`src/rtl/if_stage.sv`:
```
// Instruction fetch stage: PC register, word-addressed instruction memory and the
// IF/ID pipeline register, with jump/branch redirect (flush) and hazard stall.
module if_stage #(
    parameter int          IMEM_DEPTH = 64,
    parameter logic [31:0] RESET_PC   = 32'h0000_0000
) (
    input  logic                          CLK,
    input  logic                          RST,
    input  logic                          Stall,
    input  logic                          Branch,
    input  logic                          Zero,
    input  logic [31:0]                   BrPC4,
    input  logic [31:0]                   BrOff,
    input  logic                          Jump,
    input  logic [25:0]                   JTarget,
    input  logic                          ImWe,
    input  logic [$clog2(IMEM_DEPTH)-1:0] ImAddr,
    input  logic [31:0]                   ImData,
    output logic [31:0]                   PC,
    output logic [31:0]                   Ins,
    output logic [31:0]                   PC4,
    output logic                          Valid
);

    localparam int AW = $clog2(IMEM_DEPTH);

    logic [31:0] imem_q [IMEM_DEPTH];

    logic [31:0] pc_q, pc_d;
    logic [31:0] ins_q, ins_d;
    logic [31:0] pc4_q, pc4_d;
    logic        valid_q, valid_d;

    logic [AW-1:0] fetch_idx;
    logic [31:0]   fetch_word;
    logic [31:0]   pc_plus4;
    logic [31:0]   br_target;
    logic [31:0]   j_target;
    logic          br_taken;

    // Memory is never reset, so boot loads survive a pipeline reset.
    always_ff @(posedge CLK) begin
        if (ImWe) begin
            imem_q[ImAddr] <= ImData;
        end
    end

    // Upper PC bits are dropped, so fetch wraps around the memory.
    assign fetch_idx  = pc_q[AW+1:2];
    assign fetch_word = imem_q[fetch_idx];
    assign pc_plus4   = pc_q + 32'd4;
    assign br_target  = BrPC4 + (BrOff << 2);
    assign j_target   = {pc4_q[31:28], JTarget, 2'b00};
    assign br_taken   = Branch && Zero;

    always_comb begin
        pc_d    = pc_q;
        ins_d   = ins_q;
        pc4_d   = pc4_q;
        valid_d = valid_q;
        if (Jump || br_taken) begin
            // Redirect flushes IF/ID even when a stall is requested.
            pc_d    = Jump ? j_target : br_target;
            ins_d   = 32'd0;
            pc4_d   = 32'd0;
            valid_d = 1'b0;
        end else if (!Stall) begin
            pc_d    = pc_plus4;
            ins_d   = fetch_word;
            pc4_d   = pc_plus4;
            valid_d = 1'b1;
        end
    end

    always_ff @(posedge CLK) begin
        if (!RST) begin
            pc_q    <= RESET_PC;
            ins_q   <= 32'd0;
            pc4_q   <= 32'd0;
            valid_q <= 1'b0;
        end else begin
            pc_q    <= pc_d;
            ins_q   <= ins_d;
            pc4_q   <= pc4_d;
            valid_q <= valid_d;
        end
    end

    assign PC    = pc_q;
    assign Ins   = ins_q;
    assign PC4   = pc4_q;
    assign Valid = valid_q;

endmodule

```
`config.mk`:
```
export PLATFORM = sky130hd
export DESIGN_NAME = if_stage
export DESIGN_NICKNAME = d
export VERILOG_FILES = /design/src/rtl/if_stage.sv
export SDC_FILE = /design/constraint.sdc
export NUM_CORES = 2
export LEC_CHECK = 0
export CORE_UTILIZATION = 57
export DETAILED_ROUTE_END_ITERATION = 12
export DONT_BUFFER_PORTS = 1
export PLACE_DENSITY_LB_ADDON = 0.25
export RECOVER_POWER = 50
export SYNTH_ARGS = -nofsm -noshare
export SYNTH_HDL_FRONTEND = slang
export SYNTH_SLANG_ARGS = --single-unit
export TNS_END_PERCENT = 5
```
`constraint.sdc`:
```
create_clock -name CLK -period 4.3 [get_ports CLK]
set_clock_uncertainty 0.1 [all_clocks]
set_input_delay 1.075 -clock CLK [delete_from_list [all_inputs] [get_ports CLK]]
set_output_delay 1.075 -clock CLK [all_outputs]
set_load 0.02 [all_outputs]
```
* Yosys cells after proc, flatten, opt, wreduce, memory -nomap -nowiden
Memories as Yosys holds them, arrays and structs flattened. A register that Yosys moved wholly into a read port is not among the register bits. Cells that the tools add are included.
Operators by class: reduce and logical (&&, ||, !) cells 4, add/sub/neg operators 2, equal/unequal tests 1, bitwise logic cells 1, multiplexer cells 5
Operators by type and width (count):
- 32-bit 2-to-1 mux | 3
- 32-bit by 3-bit adder with 32-bit output, second input constant | 1
- 32-bit adder | 1
- 1-bit 2-to-1 mux | 2
- 2-bit by 1-bit inequality test with 1-bit output, second input constant | 1
- 2-bit OR reduction | 1
- 1-bit logical AND | 1
- 1-bit zero test | 1
- 1-bit logical OR | 1
- 1-bit inverter | 1
Storage, ports and cells: RAM bits 2048, logic and storage cells 17, register bits 65, memories kept 1, output and inout bits 97
Memories:
- imem_q | depth 64, bits a word 32, rd ports 1, clocked after memory_dff 1, wr ports 1, line 27 | logic [31:0] imem_q [IMEM_DEPTH];

* Depth between registers and ports, before layout
depth after elaboration 3, depth in mapped cells 11

* Worst setup path before layout
No wires, ideal clock.
path type input to register, start point input port ImAddr[5], end point memory imem_q[48][0] (enable), setup slack -213 ps, arrival time 3952 ps, path buffers 1, library setup time 461 ps, stages 4, cells stage by stage clkbuf_1 > nand3_1 > or3_1 > nor3_1
RTL lines:
- start: declaration | line 17 | input logic [$clog2(IMEM_DEPTH)-1:0] ImAddr,
- end: declaration | line 27
Straight into the memory's write port.

==> results.toml <==
[sta]
slew_violations = 54
rsz0062_at_grt = "no"
setup_viol_count_final = 0
tightest_slew_ns = 2.13
tns_ns = 0
setup_ws_ns = 0.663
maxSlewHeadroom_pct = -42.7
post-route-period-util_pct = 84.6
hold_violations = 0
fmax_ghz = 0.275
min_period_ns = 3.64

[cts]
cts_htree_levels = 4
path_clk_slew_ns = 0.06
cts_max_path_buffers = 3
cts-buffers-inserted = 208
cts_root_buffer = "clkbuf_16"
tritoncts = "done"
cts_setup_buffers = 0
clock_sinks = 2145
ctsResizeCount = 0
clk-insertion-delay-late_ns = 0.83
holdBufCountCts = 0

[synthesis]
seq_area_frac_synth_pct = 75.5
synth_top_family_by_area = "multiplexers"
async_flop_share_pct = 0
synth_ff_type = "edfxtp_1"
synth_edf_count = 2048
synthTopCellsByArea = "edfxtp_1 (73%), mux4_2 (18%), dfxtp_1 (2.3%)"
synthDistinctLibCells = 65
synthMuxAreaShare_pct = 18.1
synth-compound-area-share_pct = 1.85
synth_nets = 4003
ys_ff_latch = 2145
yosys.area_share.adder_pct = 0.471
synth-xor-area-share_pct = 0.688
postSynthAreaPerCell_um2 = 21.9
synth_area_um2 = 84000
netlist_instances = 3837
yosysTopAreaCell = "edfxtp_1"
netlist.area_leader.share_pct = 73.2
yosysWarnings = 0
synth-simple-area-share_pct = 2.16

[layout]
layout_commonest_cell = "edfxtp_1"
seqCellArea_um2 = 63500
layoutNonFillerInstCount = 6096
layout.nets = 4161
layout_common_cells = "edfxtp_1 (2048), mux4_2 (656), clkbuf_16 (213)"
drive_gt1_share_pct = 29.2
area_delta_synth_final_pct = 12.8
multiInputGateArea_um2 = 20000
fill_cells = 9402

[routing]
via_per_inst = 6.65
drcViolationCount = 0
vias = 40500
antenna_left = 0
wl_per_cell_um = 33.7
drt_iter0_drc = 4284
dr.pass1.iters = 7
drt-total-wl_mm = 205

[global_route]
grt_pass1_vias = 41000
grtUsageTotal_pct = 28.3
antenna_found_initial = 9
grt_max_degree = 123
grt_pass1_wl_mm = 295
overflow = 0

[setup_path]
worstPathRequired_ns = 4.88
slowest_delay_ns = 0.82
startpoint_type = "register"
crit_chain = "buf_12 > buf_12 > mux4_2 > mux4_2 > mux2i_1 > nor2_1 > a21oi_1 > o22ai_1"
critical_path_class = "register to register"
reg2reg_depth = 8
crit_fanout = 35
cp_slowest_cell = "dfxtp_4"
cp.arrival_ns = 4.21
endpoint_kind = "register"

[place]
dp_slack_ns = 0.479
port_buffers = 0
gp_congestion = 0.928
dp_cells = 5702
dp_hpwl_mm = 118

[pwr]
power_leakage_nw = 29.0
power_mw = 44.5
powerDensity_nw_per_um2 = 470
peakVddDrop_mv = 0.451

[outcome]
status = "finished with violations"
violations = "capacitance limit, slew limit"

[floorplanning]
dieArea_um2 = 149000
num_rows = 140
core_um2 = 146000
start_util_pct = 57.6
die_x_um = 386
pin_count = 232
fp.dieH_um = 386

[min_path]
hold_depth = 0
hold_path_class = "primary input to register"

[flow_run]
maxCapViolCount = 3
cells in the mapped netlist (5+ instances only):
cell	number
o21bai_1	7
or2_2	5
mux2_2	16
o21ai_0	35
nor2_1	177
and2_1	7
a21oi_1	80
and3_1	6
nor3_1	22
xnor2_1	29
o21ai_1	31
dfxtp_1	97
inv_1	8
o22ai_1	17
buf_4	11
buf_2	54
nand3_1	30
nor2b_1	8
nand2_1	124
mux2i_1	28
edfxtp_1	2048
xor2_1	37
o211ai_1	6
a211oi_1	8
or3_1	5
ha_1	30
buf_1	34
a21boi_0	5
o211a_1	5
a21o_1	16
clkbuf_1	118
mux4_2	656
nand4_1	11
sequential cells by signal, summed over array words and instances (netlist names):
signal  cells
PC4        32
PC         32
imem_q   2048
Valid       1
Ins        32
metrics by stage:
step                      utilization, %  cell area, um^2  hold slack (ns)
final                               64.9            94700            0.249
after global routing                64.9            94700            0.216
after CTS                           64.9            94800            0.198
after detailed placement            60.2            87900            0.454
after global placement              60.2            87900            0.434
after floorplan                        -            84000            0.348
worst paths after layout:
check / from / to / slack [ns]
worst max-delay path: PC[2]$_SDFFE_PN0N_ / Ins[2]$_SDFFE_PP0N_ / 0.66
worst min-delay path: ImData[17] / imem_q[17][17]$_DFFE_PP_ / 0.25
worst max register to register: PC[2]$_SDFFE_PN0N_ / Ins[2]$_SDFFE_PP0N_ / 0.66
worst min register to register: Ins[16]$_SDFFE_PP0N_ / Ins[16]$_SDFFE_PP0N_ / 0.46
critical path: cells and delay by family (launching register included):
| kind | cells | cell delay, ns |
|---|---|---|
| AO/OA/AOI/OAI | 2 | 0.51 |
| flip-flops | 1 | 0.82 |
| AND/OR/NAND/NOR | 1 | 0.07 |
| buffers and inverters | 2 | 0.66 |
| multiplexers | 3 | 1.28 |
kinds of logic (layout without fill, tap and decap cells):
family | after synthesis | count (layout)
AOI/OAI and AO/OA | 250 | 250
muxes | 700 | 700
other | 0 | 6
DFF | 2145 | 2145
and+or+nand+nor | 416 | 416
xor gates and xnor gates | 66 | 66
adders and majority gates | 31 | 31
buffers and inverters | 229 | 565
power breakdown:
group	total (mW)	switching, mW	leakage (nW)	internal (mW)
logic	2.96	1.55	6.44	1.41
registers	23.2	0.195	19.2	23.0
clock network	18.3	7.75	3.37	10.6
total	44.5	9.49	29.0	35.1
metal layers:
metal,global-route usage (%),share of wire (%)
met1,38.5,38
met2,46.5,50
met3,6.04,9.3
met4,8.15,2.6
met5,0,0.0063
area by class of cell:
type | instances | share of cell area (%)
Sequential cell | 2145 | 67.0
Multi-Input combinational cell | 1463 | 21.2
Clock buffer | 241 | 5.74
Tap cell | 1917 | 2.53
Timing Repair Buffer | 168 | 2.00
Clock inverter | 147 | 1.52
Inverter | 9 | 0.0357
Antenna cell | 6 | 0.0159
Power figures use the tool's default switching activity.
